$ cat src/rtl/ps2_kbd_rx.sv
// rtl/ps2_kbd_rx.sv - PS/2 keyboard receiver with scan-code FIFO
//
// Purpose:
//   Synchronises and de-glitches the raw PS/2 clock/data pins, deframes
//   11-bit keyboard frames (start, 8 data LSB first, odd parity, stop),
//   checks them and buffers good bytes in a small first-word-fall-through
//   FIFO that is drained by single-cycle read strobes.
//
// Ports:
//   clk              in   system clock, all logic on posedge
//   rst              in   asynchronous active-low reset
//   ps2_clk          in   raw PS/2 clock pin (asynchronous)
//   ps2_data         in   raw PS/2 data pin (asynchronous)
//   kbd_read_enable  in   pop strobe, one cycle per byte consumed
//   kbd_data         out  FIFO head byte, valid while kbd_ready=1
//   kbd_ready        out  FIFO non-empty
//   kbd_overflow     out  sticky: a good frame was dropped on a full FIFO
//   frame_err        out  one-cycle pulse on framing/parity error or timeout

module ps2_kbd_rx #(
    parameter int DEPTH_LOG2     = 3,
    parameter int FILTER_LEN     = 4,
    parameter int TIMEOUT_CYCLES = 20000
) (
    input  logic       clk,
    input  logic       rst,
    input  logic       ps2_clk,
    input  logic       ps2_data,
    input  logic       kbd_read_enable,
    output logic [7:0] kbd_data,
    output logic       kbd_ready,
    output logic       kbd_overflow,
    output logic       frame_err
);

    localparam int DEPTH = 2 ** DEPTH_LOG2;
    localparam int FW    = $clog2(FILTER_LEN + 1);
    localparam int TW    = $clog2(TIMEOUT_CYCLES + 1);

    localparam logic [FW-1:0]         FILT_LAST = FW'(FILTER_LEN - 1);
    localparam logic [FW-1:0]         FILT_ONE  = FW'(1);
    localparam logic [TW-1:0]         TO_LAST   = TW'(TIMEOUT_CYCLES - 1);
    localparam logic [TW-1:0]         TO_ONE    = TW'(1);
    localparam logic [DEPTH_LOG2-1:0] PTR_ONE   = DEPTH_LOG2'(1);
    localparam logic [DEPTH_LOG2:0]   CNT_ONE   = (DEPTH_LOG2 + 1)'(1);
    localparam logic [DEPTH_LOG2:0]   CNT_FULL  = (DEPTH_LOG2 + 1)'(DEPTH);

    // ------------------------------------------------------------------
    // Input conditioning
    // ------------------------------------------------------------------
    logic          r_clk_s1, r_clk_s2;
    logic          r_dat_s1, r_dat_s2;
    logic          r_filt_clk;
    logic [FW-1:0] r_filt_cnt;
    logic          w_fall;

    // Synchronisers preset to 1 so the bus looks idle out of reset.
    always_ff @(posedge clk or negedge rst) begin
        if (!rst) begin
            r_clk_s1 <= 1'b1;
            r_clk_s2 <= 1'b1;
            r_dat_s1 <= 1'b1;
            r_dat_s2 <= 1'b1;
        end else begin
            r_clk_s1 <= ps2_clk;
            r_clk_s2 <= r_clk_s1;
            r_dat_s1 <= ps2_data;
            r_dat_s2 <= r_dat_s1;
        end
    end

    // The filtered clock follows the synchronised clock only after
    // FILTER_LEN consecutive samples disagree with it; any sample that
    // agrees restarts the run, so short glitches never get through.
    always_ff @(posedge clk or negedge rst) begin
        if (!rst) begin
            r_filt_clk <= 1'b1;
            r_filt_cnt <= '0;
        end else if (r_clk_s2 == r_filt_clk) begin
            r_filt_cnt <= '0;
        end else if (r_filt_cnt == FILT_LAST) begin
            r_filt_clk <= r_clk_s2;
            r_filt_cnt <= '0;
        end else begin
            r_filt_cnt <= r_filt_cnt + FILT_ONE;
        end
    end

    // Strobe is high in the cycle whose closing edge flips the filtered
    // clock from 1 to 0; data is taken from r_dat_s2 in that same cycle.
    assign w_fall = r_filt_clk && !r_clk_s2 && (r_filt_cnt == FILT_LAST);

    // ------------------------------------------------------------------
    // Frame receiver FSM
    // ------------------------------------------------------------------
    typedef enum logic [1:0] {
        S_IDLE   = 2'd0,
        S_SHIFT  = 2'd1,
        S_PARITY = 2'd2,
        S_STOP   = 2'd3
    } state_t;

    state_t        r_state;
    logic [7:0]    r_shift;
    logic [2:0]    r_bit_cnt;
    logic          r_parity;
    logic [TW-1:0] r_to_cnt;
    logic          r_frame_err;
    logic          w_push;

    // A good frame is pushed straight from the stop-bit strobe so the byte
    // is visible the cycle after that strobe.
    assign w_push = (r_state == S_STOP) && w_fall && r_dat_s2 &&
                    (^{r_shift, r_parity});

    always_ff @(posedge clk or negedge rst) begin
        if (!rst) begin
            r_state     <= S_IDLE;
            r_shift     <= '0;
            r_bit_cnt   <= '0;
            r_parity    <= 1'b0;
            r_to_cnt    <= '0;
            r_frame_err <= 1'b0;
        end else begin
            r_frame_err <= 1'b0;

            if (w_fall || r_state == S_IDLE) begin
                r_to_cnt <= '0;
            end else begin
                r_to_cnt <= r_to_cnt + TO_ONE;
            end

            if (w_fall) begin
                case (r_state)
                    S_IDLE: begin
                        if (!r_dat_s2) begin
                            r_state   <= S_SHIFT;
                            r_bit_cnt <= '0;
                        end else begin
                            r_frame_err <= 1'b1;
                        end
                    end
                    S_SHIFT: begin
                        r_shift   <= {r_dat_s2, r_shift[7:1]};
                        r_bit_cnt <= r_bit_cnt + 3'd1;
                        if (r_bit_cnt == 3'd7) begin
                            r_state <= S_PARITY;
                        end
                    end
                    S_PARITY: begin
                        r_parity <= r_dat_s2;
                        r_state  <= S_STOP;
                    end
                    S_STOP: begin
                        r_state <= S_IDLE;
                        if (!w_push) begin
                            r_frame_err <= 1'b1;
                        end
                    end
                    default: r_state <= S_IDLE;
                endcase
            end else if (r_state != S_IDLE && r_to_cnt == TO_LAST) begin
                // Keyboard went quiet mid-frame: abandon the partial byte.
                r_state     <= S_IDLE;
                r_frame_err <= 1'b1;
                r_to_cnt    <= '0;
            end
        end
    end

    assign frame_err = r_frame_err;

    // ------------------------------------------------------------------
    // Scan-code FIFO
    // ------------------------------------------------------------------
    logic [7:0]            r_mem [DEPTH];
    logic [DEPTH_LOG2-1:0] r_wr_ptr;
    logic [DEPTH_LOG2-1:0] r_rd_ptr;
    logic [DEPTH_LOG2:0]   r_count;
    logic                  r_overflow;
    logic                  w_full;
    logic                  w_rd_en;
    logic                  w_wr_en;

    assign w_full  = (r_count == CNT_FULL);
    assign w_rd_en = kbd_read_enable && (r_count != '0);
    // A pop in the same cycle frees the slot, so a full FIFO still accepts.
    assign w_wr_en = w_push && (!w_full || w_rd_en);

    always_ff @(posedge clk or negedge rst) begin
        if (!rst) begin
            for (int i = 0; i < DEPTH; i++) begin
                r_mem[i] <= '0;
            end
            r_wr_ptr   <= '0;
            r_rd_ptr   <= '0;
            r_count    <= '0;
            r_overflow <= 1'b0;
        end else begin
            if (w_wr_en) begin
                r_mem[r_wr_ptr] <= r_shift;
                r_wr_ptr        <= r_wr_ptr + PTR_ONE;
            end
            if (w_rd_en) begin
                r_rd_ptr <= r_rd_ptr + PTR_ONE;
            end

            case ({w_wr_en, w_rd_en})
                2'b10:   r_count <= r_count + CNT_ONE;
                2'b01:   r_count <= r_count - CNT_ONE;
                default: r_count <= r_count;
            endcase

            // Overflow is checked first so it wins over a clearing pop.
            if (w_push && !w_wr_en) begin
                r_overflow <= 1'b1;
            end else if (w_rd_en) begin
                r_overflow <= 1'b0;
            end
        end
    end

    assign kbd_data     = r_mem[r_rd_ptr];
    assign kbd_ready    = (r_count != '0);
    assign kbd_overflow = r_overflow;

endmodule

$ cat config.mk
export PLATFORM = sky130hd
export DESIGN_NAME = ps2_kbd_rx
export DESIGN_NICKNAME = d
export VERILOG_FILES = /design/src/rtl/ps2_kbd_rx.sv
export SDC_FILE = /design/constraint.sdc
export NUM_CORES = 1
export LEC_CHECK = 0
export ABC_CLOCK_PERIOD_IN_PS = 3100
export BUFFER_PORTS_ARGS = -buffer_cell sky130_fd_sc_hd__buf_2
export CAP_MARGIN = 20
export CORE_ASPECT_RATIO = 1.5
export CORE_MARGIN = 2
export CORE_UTILIZATION = 46
export CTS_BUF_LIST = sky130_fd_sc_hd__clkbuf_8
export DETAILED_ROUTE_END_ITERATION = 6
export HOLD_SLACK_MARGIN = 0.05
export PLACE_DENSITY = 0.66
export REMOVE_ABC_BUFFERS = 1
export SETUP_SLACK_MARGIN = 0.05
export SLEW_MARGIN = 10
export SYNTH_ARGS = -nofsm -noshare
export SYNTH_HDL_FRONTEND = slang
export SYNTH_SLANG_ARGS = --single-unit
$ cat constraint.sdc
create_clock -name clk -period 3.1 [get_ports clk]
set_clock_uncertainty 0.05 [all_clocks]
set_input_delay 0.155 -clock clk [delete_from_list [all_inputs] [get_ports clk]]
set_output_delay 0.155 -clock clk [all_outputs]
set_load 0.05 [all_outputs]
==> results of run 1 <==
[kinds of logic (layout without fill, tap and decap cells)]
family | Yosys count | after routing
adders and majority gates | 14 | 14
AOI/OAI and AO/OA | 19 | 19
xor gates and xnor gates | 28 | 28
muxes | 102 | 102
and+or+nand+nor | 95 | 95
DFF | 113 | 113
buffers and inverters | 31 | 74
[synth_stat cells, drive strengths merged (2+ instances only)]
cell | n | area (um2)
nor3b | 2 | 15.01
dfrtp | 108 | 2703
buf | 4 | 30.03
nand2b | 3 | 18.77
inv | 9 | 36.29
nand2 | 25 | 93.84
ha | 14 | 175.2
nand3 | 11 | 55.05
a21oi | 4 | 20.02
o22ai | 2 | 12.51
a22o | 2 | 17.52
xor2 | 12 | 105.1
nand4 | 4 | 25.02
and3 | 3 | 18.77
nor4 | 3 | 33.78
dfstp | 5 | 131.4
xnor2 | 14 | 122.6
o21ai | 3 | 15.01
nor3 | 8 | 45.04
mux2i | 2 | 20.02
mux4 | 16 | 360.4
nor2b | 3 | 18.77
mux2 | 84 | 979.7
nor2 | 25 | 93.84
clkbuf | 18 | 67.56
[final cells by class]
type                    instances  share of cell area [%]
multi-input cells             258                   39.81
repair buffers                 35                   3.885
flip-flops and latches        113                   46.35
well taps                     150                   3.067
clock buffers                  24                   5.398
inverters                       9                  0.5929
clock inverters                 6                  0.8996
[per-layer routing]
layer	share of wire, %	track usage, %	routed length (um)
met4	1.5	5.804	151
met2	53	30.74	5351
met5	0	0	0
met3	2.8	5.782	278
met1	43	20.95	4301
[registers in the layout, summed over array words and instances (netlist names), 2 cells and up]
| name | cells |
|---|---|
| r_shift | 8 |
| r_state | 2 |
| r_to_cnt | 15 |
| r_mem | 64 |
| r_filt_cnt | 3 |
| r_count | 4 |
| r_wr_ptr | 3 |
| r_bit_cnt | 3 |
| r_rd_ptr | 3 |
[final timing paths]
| path | startpoint | end | slack, ns |
|---|---|---|---|
| setup / recovery | r_shift[7] | r_count[2] | 0.24 |
| hold / removal | rst | r_mem[24] | 0.31 |
| setup reg to reg | r_shift[7] | r_count[2] | 0.24 |
| hold reg to reg | r_clk_s1 | r_clk_s2 | 0.31 |
| max in group asynchronous | rst | r_to_cnt[8] | 1.81 |
| min in group clk | r_clk_s1 | r_clk_s2 | 0.31 |
[worst register-to-register path, cell delays in order (launching register included)]
cell     delay, ns
dfrtp_2       0.48
xnor2_1       0.22
xnor3_1       0.40
mux2_4        0.37
inv_4         0.12
ha_1          0.27
xor2_1        0.10
ha_1          0.20
a21oi_1       0.16
xor2_1        0.16
nor2_1        0.07
xor2_1        0.14
[metrics by stage]
step                total power, W  util, %  worst slack [ns]  area, um2  std cells
detailed placement        0.002317    49.62            0.2676       5692        561
finish                    0.003612    53.35            0.2386       6120        595
global placement          0.002292    49.62            0.3297       5692        561
global route              0.003828    53.35           0.07437       6120        595
floorplan                 0.002114        -            0.3938       5306        380
CTS                       0.003671    53.33            0.1937       6117        595
[where the power goes]
part           internal [W]  switching [W]
Sequential          0.00156       0.000161
Clock              0.000766       0.000558
Combinational      0.000265       0.000299
Total               0.00259        0.00102
[repair_timing]
action / in CTS / in global routing
resized for setup: 0 / 2
hold buffers: 4 / 0
endpoints found under the hold margin: 62 / 0
endpoints found under the setup margin: 0 / 1
==> results.py, run 1 <==
metrics = {
    "run_status": {
        "status": "completed",
    },
    "setup_path": {
        "cpPeakStageDelay_ns": 0.48,
        "crit_family": "XOR/XNOR gates",
        "path_buf_inv": 1,
        "cp_max_fo": 11,
        "crit_path_top_delay_cell": "dfrtp_2",
        "start_kind": "flop",
        "path_cells": "xnor2_1 -> xnor3_1 -> mux2_4 -> inv_4 -> ha_1 -> xor2_1 -> ha_1 -> a21oi_1 -> xor2_1 -> nor2_1 -> xor2_1",
        "required_ns": 3.35,
        "cp.depth": 11,
        "worstPathArrival_ns": 3.11,
        "cp-end-kind": "flop",
        "critPathMostFrequentCell": "xor2_1",
        "r2r_cells": 11,
        "crit_type": "flop to flop",
    },
    "run": {
        "drv_cap": 0,
    },
    "synth": {
        "synth_xor_xnor_area_share_pct": 5.071,
        "muxShareOfSynthArea_pct": 25.17,
        "synth-simple-area-share_pct": 9.030,
        "synth_top_family_by_area": "multiplexers",
        "yosys_warnings": 0,
        "syn_area_mm2": 0.005404,
        "synth-main-ff-cell": "dfrtp_1",
        "synthAdderAreaFrac_pct": 3.241,
        "postSynth.asyncResetShare_pct": 100.0,
        "synth-seq-cells": 113,
        "synth_compound_area_share_pct": 2.570,
        "synth_edf_count": 0,
        "yosysUniqueCellTypes": 49,
        "synth_cells": 402,
        "avgSynthCellArea_um2": 13.44,
        "seq_area_frac_synth_pct": 52.44,
    },
    "final_layout": {
        "final_common_cell": "dfrtp_1",
        "final_nets": 453,
        "ff_latch_area_mm2": 0.002836,
        "areaGrowthSynthToFinish_pct": 13.24,
        "multiInputGateArea_mm2": 0.002436,
        "drive_gt1_share_pct": 38.43,
        "mostFrequentLayoutCells": "106 x dfrtp_1, 75 x mux2_2, 25 x nand2_1, 25 x nor2_1, 24 x clkbuf_8",
        "nFillCells": 986,
        "num_antenna_cells": 0,
    },
    "global_route": {
        "grt_use_total_pct": 17.78,
        "gr-total-overflow": 0,
        "grt_max_degree": 65,
        "first_global_vias": 3381,
        "grt_pass1_wl_um": 16960,
        "antenna_found_initial": 0,
    },
    "timing": {
        "finalSetupViolations": 0,
        "fin_crit_ns": 2.861,
        "fmax_mhz": 349.5,
        "max_slew_margin_pct": 40.07,
        "fin_crit_sh_pct": 92.30,
        "whs_ns": 0.3079,
        "fin_setup_tns_ns": 0,
        "hold_viol": 0,
        "slew_violations": 0,
        "tightest_slew_ns": 0.8989,
        "rsz0062_at_grt": "no",
    },
    "clock_network": {
        "clk_latency_ns": 0.42,
        "numCtsBuffers": 17,
        "h-tree-depth": 4,
        "cts_setup_buffers": 0,
        "path_clk_slew_ns": 0.06,
        "cts_buffer_depth": 2,
        "cts.sinks": 113,
        "cts_root_buffer": "clkbuf_8",
        "cts_tree": "done",
    },
    "die": {
        "floorplan.initialDensity_pct": 47.11,
        "core-area_mm2": 0.01147,
        "die_h_um": 136.7,
        "ios": 16,
        "rows": 48,
        "fp.dieW_um": 92.50,
        "dieArea_mm2": 0.01265,
    },
    "routing": {
        "post-route-drc-count": 0,
        "ant_nets": 0,
        "dr.pass1.iters": 4,
        "drt_iter0_markers": 169,
        "post_drt_wl_per_cell_um": 16.95,
        "drt-total-wl_um": 10080,
        "vias": 3203,
        "viasPerCell": 5.383,
    },
    "placed_design": {
        "dp_hpwl_um": 6599,
        "routabilityCongestion": 0.7707,
        "portBuffers": 15,
    },
    "pwr": {
        "pwr_density_cell_mw_per_mm2": 590.3,
        "ir_worst_vdd_v": 0.0003507,
        "leakage_nw": 2.935,
    },
    "worst_hold_path": {
        "worst_hold_path_type": "input port to async pin",
    },
}
Note: power is estimated with default switching activity, not from simulation.
==> run 2: changes to the inputs <==
--- a/config.mk
+++ b/config.mk
@@ -10,11 +10,11 @@
 export CAP_MARGIN = 20
 export CORE_ASPECT_RATIO = 1.5
 export CORE_MARGIN = 2
-export CORE_UTILIZATION = 46
+export CORE_UTILIZATION = 60
 export CTS_BUF_LIST = sky130_fd_sc_hd__clkbuf_8
 export DETAILED_ROUTE_END_ITERATION = 6
 export HOLD_SLACK_MARGIN = 0.05
-export PLACE_DENSITY = 0.66
+export PLACE_DENSITY = 0.81
 export REMOVE_ABC_BUFFERS = 1
 export SETUP_SLACK_MARGIN = 0.05
 export SLEW_MARGIN = 10
==> constraint.sdc (replaced) <==
create_clock -name clk -period 3.1 [get_ports clk]
set_clock_uncertainty 0.05 [all_clocks]
set_input_delay 0.465 -clock clk [delete_from_list [all_inputs] [get_ports clk]]
set_output_delay 0.465 -clock clk [all_outputs]
set_load 0.05 [all_outputs]
==> run 2 against run 1 <==
Effect of this change:
- non-clock buffer count grew 1
- cell count shrank 6.2%
- die area shrank 23%
- sequential share of layout area grew 0.44 points
- critical path depth is the same
- setup slack lost 0.017 ns
- register-to-register slack lost 0.02 ns
- global-route usage grew 6.3 points
==> results.py, run 2 (same netlist as run 1, synthesis figures left out) <==
metrics = {
    "run_status": {
        "status": "completed",
    },
    "setup_path": {
        "timing.rr.end": "r_count[2]",
        "r2r_cells": 11,
        "worstPathArrival_ns": 3.14,
        "critical_path.startpoint": "r_shift[5]",
        "required_ns": 3.36,
        "reg2reg_from": "r_shift[5]",
        "start_kind": "flop",
        "cp-end-kind": "flop",
        "worstSetupEndpoint": "r_count[2]",
        "crit_type": "flop to flop",
        "r2r_slack_ns": 0.22,
        "cp_max_fo": 11,
    },
    "timing": {
        "hold_viol": 0,
        "finalSetupViolations": 0,
        "fmax_mhz": 347.4,
        "tightest_slew_ns": 0.8579,
        "fin_crit_sh_pct": 92.86,
        "fin_setup_tns_ns": 0,
        "fin_crit_ns": 2.879,
        "max_slew_margin_pct": 42.81,
        "slew_violations": 0,
        "rsz0062_at_grt": "no",
        "setup_ws_ns": 0.2214,
    },
    "placed_design": {
        "portBuffers": 15,
        "dp_hpwl_um": 6583,
        "place_ws_ns": 0.1399,
        "routabilityCongestion": 0.8023,
    },
    "pwr": {
        "p_comb_share_pct": 16.3,
        "switchingPower_w": 0.001017,
        "ir_worst_vdd_v": 0.0004478,
        "power_frac_clock_pct": 34.8,
        "pwr-share-seq_pct": 48.9,
        "p_int_w": 0.002490,
        "switching_share_pct": 29.00,
        "pwr_density_cell_mw_per_mm2": 578.9,
        "leakage_nw": 2.948,
    },
    "routing": {
        "viasPerCell": 5.876,
        "dr.pass1.iters": 4,
        "drt_iter0_markers": 168,
        "post-route-drc-count": 0,
        "post_drt_wl_per_cell_um": 18.17,
        "drt-total-wl_um": 10140,
        "vias": 3279,
        "ant_nets": 0,
    },
    "global_route": {
        "gr-total-overflow": 0,
        "grt_max_degree": 84,
        "use_met3_pct": 6.716,
        "grt_use_total_pct": 24.11,
        "busiest_layer": "met2",
        "grt_util_met1_pct": 29.14,
        "grt_pass1_wl_um": 17110,
        "first_global_vias": 3407,
        "antenna_found_initial": 0,
        "grtUsageMet2_pct": 39.91,
    },
    "final_layout": {
        "top_regs": "r_mem (64), r_to_cnt (15), r_shift (8)",
        "post-route-util_pct": 69.05,
        "nFillCells": 616,
        "num_antenna_cells": 0,
        "final_common_cell": "dfrtp_1",
        "final_nets": 454,
        "mostFrequentLayoutCells": "107 x dfrtp_1, 75 x mux2_2, 25 x nand2_1, 25 x nor2_1, 23 x clkbuf_8",
        "areaGrowthSynthToFinish_pct": 12.13,
        "largest_reg_flops": 64,
        "multiInputGateArea_mm2": 0.002437,
        "largest_register": "r_mem",
        "drive_gt1_share_pct": 38.39,
        "ff_latch_area_mm2": 0.002835,
    },
    "clock_network": {
        "cts.sinks": 113,
        "numCtsBuffers": 17,
        "path_clk_slew_ns": 0.06,
        "cts_buffer_depth": 2,
        "clk_latency_ns": 0.43,
        "cts_tree": "done",
        "cts_root_buffer": "clkbuf_8",
        "h-tree-depth": 4,
    },
    "worst_hold_path": {
        "worst_hold_path_type": "flop to flop",
    },
    "die": {
        "rows": 42,
        "core-area_mm2": 0.008776,
        "floorplan.initialDensity_pct": 61.58,
        "die_h_um": 120.2,
        "fp.dieW_um": 81.49,
        "ios": 16,
        "dieArea_mm2": 0.009797,
    },
    "run": {
        "drv_cap": 0,
    },
}
## run 2: how the worst min path moves through the flow
| stage | start | end | slack (ns) | cells past startpoint |
|---|---|---|---|---|
| 2_1_floorplan | rst | frame_err | 0.12 | 0 |
| 4_1_cts | rst | r_to_cnt[10] | 0.19 | 1 |
| 5_1_grt | r_clk_s1 | r_clk_s2 | 0.31 | 0 |
| 3_3_place_gp | r_dat_s1 | r_dat_s2 | 0.30 | 0 |
| 3_5_place_dp | r_clk_s1 | r_clk_s2 | 0.30 | 0 |
| 6_report | r_clk_s1 | r_clk_s2 | 0.31 | 0 |
## run 2: repair_timing
item / in CTS / in global routing
resized for setup: 0 / 2
hold endpoints to repair: 2 / 39
setup buffers: 0 / 2
hold buffers: 2 / 1
endpoints found under the setup margin: 0 / 1
## run 2: worst max-delay path, stage by stage (launching register included)
cell and delay (ns):
dfrtp_1 0.50, xnor2_1 0.27, xnor3_1 0.39, mux2_4 0.36
inv_4 0.11, ha_1 0.27, xor2_1 0.10, ha_1 0.19
a21oi_1 0.14, xor2_1 0.17, nor2_1 0.06, xor2_1 0.14
## run 2: metal layers
metal,wire [um],vias up
met5,0,-
met4,232,0
met3,346,24
met2,5544,59
met1,4015,1697
li1,-,1499
## run 2: final cells by class
| class | count | share of cell area (%) |
|---|---|---|
| clock buffer | 23 | 5.224 |
| inverter | 9 | 0.5988 |
| tap | 110 | 2.271 |
| timing repair buffer | 36 | 4.212 |
| clock inverter | 9 | 0.6814 |
| sequential | 113 | 46.79 |
| multi-input combinational | 258 | 40.22 |
## run 2: stage by stage
step / power [W] / area [um2] / std cells / hold slack, ns
6_report: 0.003508 / 6060 / 558 / 0.3050
5_1_grt: 0.003697 / 6060 / 558 / 0.3085
4_1_cts: 0.003550 / 6012 / 554 / 0.1897
3_5_place_dp: 0.002312 / 5634 / 520 / 0.2988
3_3_place_gp: 0.002280 / 5634 / 520 / 0.2958
2_1_floorplan: 0.002114 / 5306 / 380 / 0.1194
## run 2: power by group through the flow
| stage | clock [W] | sequential (W) | combinational (W) |
|---|---|---|---|
| after detailed placement | 0 | 0.00174 | 0.000567 |
| after global placement | 0 | 0.00174 | 0.000544 |
| after CTS | 0.00126 | 0.00172 | 0.000575 |
| after floorplan | 0 | 0.00174 | 0.000373 |
| after global routing | 0.00133 | 0.00173 | 0.000638 |
| final | 0.00122 | 0.00172 | 0.000571 |
==> run 3: changes to the inputs <==
--- a/config.mk
+++ b/config.mk
@@ -5,6 +5,7 @@
 export SDC_FILE = /design/constraint.sdc
 export NUM_CORES = 1
 export LEC_CHECK = 0
+export ABC_AREA = 1
 export ABC_CLOCK_PERIOD_IN_PS = 3100
 export BUFFER_PORTS_ARGS = -buffer_cell sky130_fd_sc_hd__buf_2
 export CAP_MARGIN = 20
==> constraint.sdc (replaced) <==
create_clock -name clk -period 3.1 [get_ports clk]
set_clock_uncertainty 0.05 [all_clocks]
set_input_delay 0.465 -clock clk [delete_from_list [all_inputs] [get_ports clk]]
set_output_delay 0.465 -clock clk [all_outputs]
set_load 0.005 [all_outputs]
==> run 3 against run 2 <==
Effect of this change:
- combinational power up 98%
- flip-flop and latch count is the same
- area after synthesis grew 6.8%
- sequential power decreased by 7%
- register-to-register slack better by 0.11 ns
- synthesized cell count is 79% higher
- die area increased by 6.5%
- sequential share of layout area fell by 2.1 points
- global-route usage rose by 4.0 points
- fmax up 1.8%
- setup slack improved by 0.052 ns
- clock-buffer cell count shrank 3
- largest cell class unchanged
- highest routed layer unchanged
==> results.py, run 3 <==
metrics = {
    "run_status": {
        "status": "completed",
    },
    "clock_network": {
        "cts.sinks": 113,
        "cts_root_buffer": "clkbuf_8",
        "ctsResizeCount": 0,
        "h-tree-depth": 4,
        "path_clk_slew_ns": 0.07,
        "cts_buffer_depth": 2,
        "cts_tree": "done",
        "numCtsBuffers": 17,
        "clk_latency_ns": 0.44,
        "cts_setup_buffers": 0,
    },
    "synth": {
        "synth_top_cell_area_share_pct": 46.81,
        "synth-simple-area-share_pct": 31.73,
        "muxShareOfSynthArea_pct": 0.1951,
        "synth_xor_xnor_area_share_pct": 1.972,
        "synth-main-ff-cell": "dfrtp_1",
        "avgSynthCellArea_um2": 8.029,
        "postSynth.asyncResetShare_pct": 100.0,
        "synth_compound_area_share_pct": 7.737,
        "syn_area_mm2": 0.005773,
        "synth_top_family_by_area": "simple AND/OR/NAND/NOR gates",
        "yosysTopAreaCell": "dfrtp_1",
        "seq_area_frac_synth_pct": 49.09,
        "synth-seq-cells": 113,
        "yosysMostFrequentCell": "nand2_1",
        "yosysUniqueCellTypes": 42,
        "synth_edf_count": 0,
        "synthTopCellsByCount": "257 x nand2_1, 108 x dfrtp_1, 92 x nor2_1",
        "synth_cells": 719,
        "yosys_warnings": 0,
        "synth_area_leaders": "dfrtp_1 47%, nand2_1 17%, nor2_1 6.0%",
        "synthAdderAreaFrac_pct": 3.034,
    },
    "setup_path": {
        "cp_max_fo": 17,
        "timing.rr.end": "r_count[2]",
        "critical_path.startpoint": "r_rd_ptr[0]",
        "cp-end-kind": "output pin",
        "required_ns": 2.58,
        "worstPathArrival_ns": 2.31,
        "worstSetupEndpoint": "kbd_data[3]",
        "crit_type": "flop to output pin",
        "reg2reg_from": "r_shift[3]",
        "r2r_slack_ns": 0.33,
        "start_kind": "flop",
        "r2r_cells": 17,
    },
    "routing": {
        "post-route-drc-count": 0,
        "dr.pass1.iters": 5,
        "drt_iter0_markers": 392,
        "viasPerCell": 5.655,
        "post_drt_wl_per_cell_um": 15.82,
        "vias": 4897,
        "drt-total-wl_um": 13700,
        "ant_nets": 0,
    },
    "timing": {
        "hold_viol": 0,
        "fin_crit_ns": 2.827,
        "fin_setup_tns_ns": 0,
        "finalSetupViolations": 0,
        "tightest_slew_ns": 0.7076,
        "rsz0062_at_grt": "no",
        "fmax_mhz": 353.8,
        "setup_ws_ns": 0.2732,
        "slew_violations": 0,
        "max_slew_margin_pct": 52.78,
        "fin_crit_sh_pct": 91.19,
        "whs_ns": 0.07292,
    },
    "placed_design": {
        "routabilityCongestion": 0.8590,
        "place_ws_ns": 0.3461,
        "portBuffers": 15,
        "dp_hpwl_um": 9257,
    },
    "final_layout": {
        "largest_register": "r_mem",
        "top_regs": "r_mem (64), r_to_cnt (15), r_shift (8)",
        "num_antenna_cells": 0,
        "final_nets": 760,
        "largest_reg_flops": 64,
        "mostFrequentLayoutCells": "257 x nand2_1, 108 x dfrtp_1, 92 x nor2_1",
        "drive_gt1_share_pct": 12.07,
        "post-route-util_pct": 68.18,
        "areaGrowthSynthToFinish_pct": 9.926,
        "final_common_cell": "nand2_1",
    },
    "die": {
        "core-area_mm2": 0.009308,
        "rows": 43,
        "fp.dieW_um": 84.09,
        "floorplan.initialDensity_pct": 62.02,
        "die_h_um": 124.1,
        "ios": 16,
        "dieArea_mm2": 0.01044,
    },
    "pwr": {
        "leakage_nw": 3.276,
        "ir_worst_vdd_v": 0.0004309,
        "pwr_density_cell_mw_per_mm2": 656.5,
        "power.total_w": 0.004166,
    },
    "global_route": {
        "grt_max_degree": 70,
        "grt_util_met1_pct": 30.52,
        "use_met3_pct": 6.627,
        "grt_use_total_pct": 28.15,
        "busiest_layer": "met2",
        "first_global_vias": 4809,
        "antenna_found_initial": 0,
        "grt_pass1_wl_um": 22490,
        "grtUsageMet2_pct": 49.36,
        "gr-total-overflow": 0,
    },
    "worst_hold_path": {
        "worst_hold_path_type": "input port to flop",
    },
    "run": {
        "drv_cap": 0,
    },
}
==> run 3: area by class of cell <==
cell class / instances / area (um2)
fillers: 754 / 2962
inverters: 60 / 225.2
repair buffers: 23 / 152.6
multi-input cells: 526 / 2579
clock inverters: 12 / 140.1
flip-flops and latches: 113 / 2834
clock buffers: 20 / 275.3
well taps: 112 / 140.1
==> run 3: cells by family after synthesis <==
kind of cell	count (synthesis)
AND/OR/NAND/NOR	416
flip-flops	113
adder cells (fa/ha/maj)	14
multiplexers	1
XOR/XNOR	13
AO/OA/AOI/OAI	82
buffers and inverters	80
==> run 3: timing repair <==
item | CTS | global route
hold endpoints to repair | 44 | 0
hold buffers | 1 | 0
endpoints found under the setup margin | 0 | 0
==> run 3: critical path, stage by stage (launching register included) <==
cell,delay [ns]
dfrtp_1,0.38
inv_1,0.46
buf_4,0.32
nor2_1,0.06
o22ai_1,0.27
nor2_1,0.08
a31oi_1,0.15
buf_2,0.14
==> run 3: power breakdown <==
group	switching (W)	internal (W)
combinational	0.000746	0.000385
sequential	0.0000511	0.00155
clock	0.000590	0.000846
==> run 3: layer usage <==
metal,wire [um],part of all wire (%),vias to the layer above
met3,718,5.2,55
met5,0,0,-
met2,7079,52,185
li1,-,-,2322
met4,752,5.5,0
met1,5150,38,2335
==> run 3: how the worst min path moves through the flow <==
stage,from,end,slack [ns],depth (start not counted)
final,ps2_clk,r_clk_s1,0.07,1
after global placement,r_dat_s1,r_dat_s2,0.30,0
after floorplan,rst,frame_err,0.12,0
after CTS,ps2_clk,r_clk_s1,0.06,1
after global routing,ps2_clk,r_clk_s1,0.05,1
after detailed placement,r_dat_s1,r_dat_s2,0.30,0
==> run 3: stage by stage <==
step,cells,cell area (um2)
CTS,866,6346
global route,866,6346
global placement,833,5921
floorplan,699,5638
finish,866,6346
detailed placement,833,5921
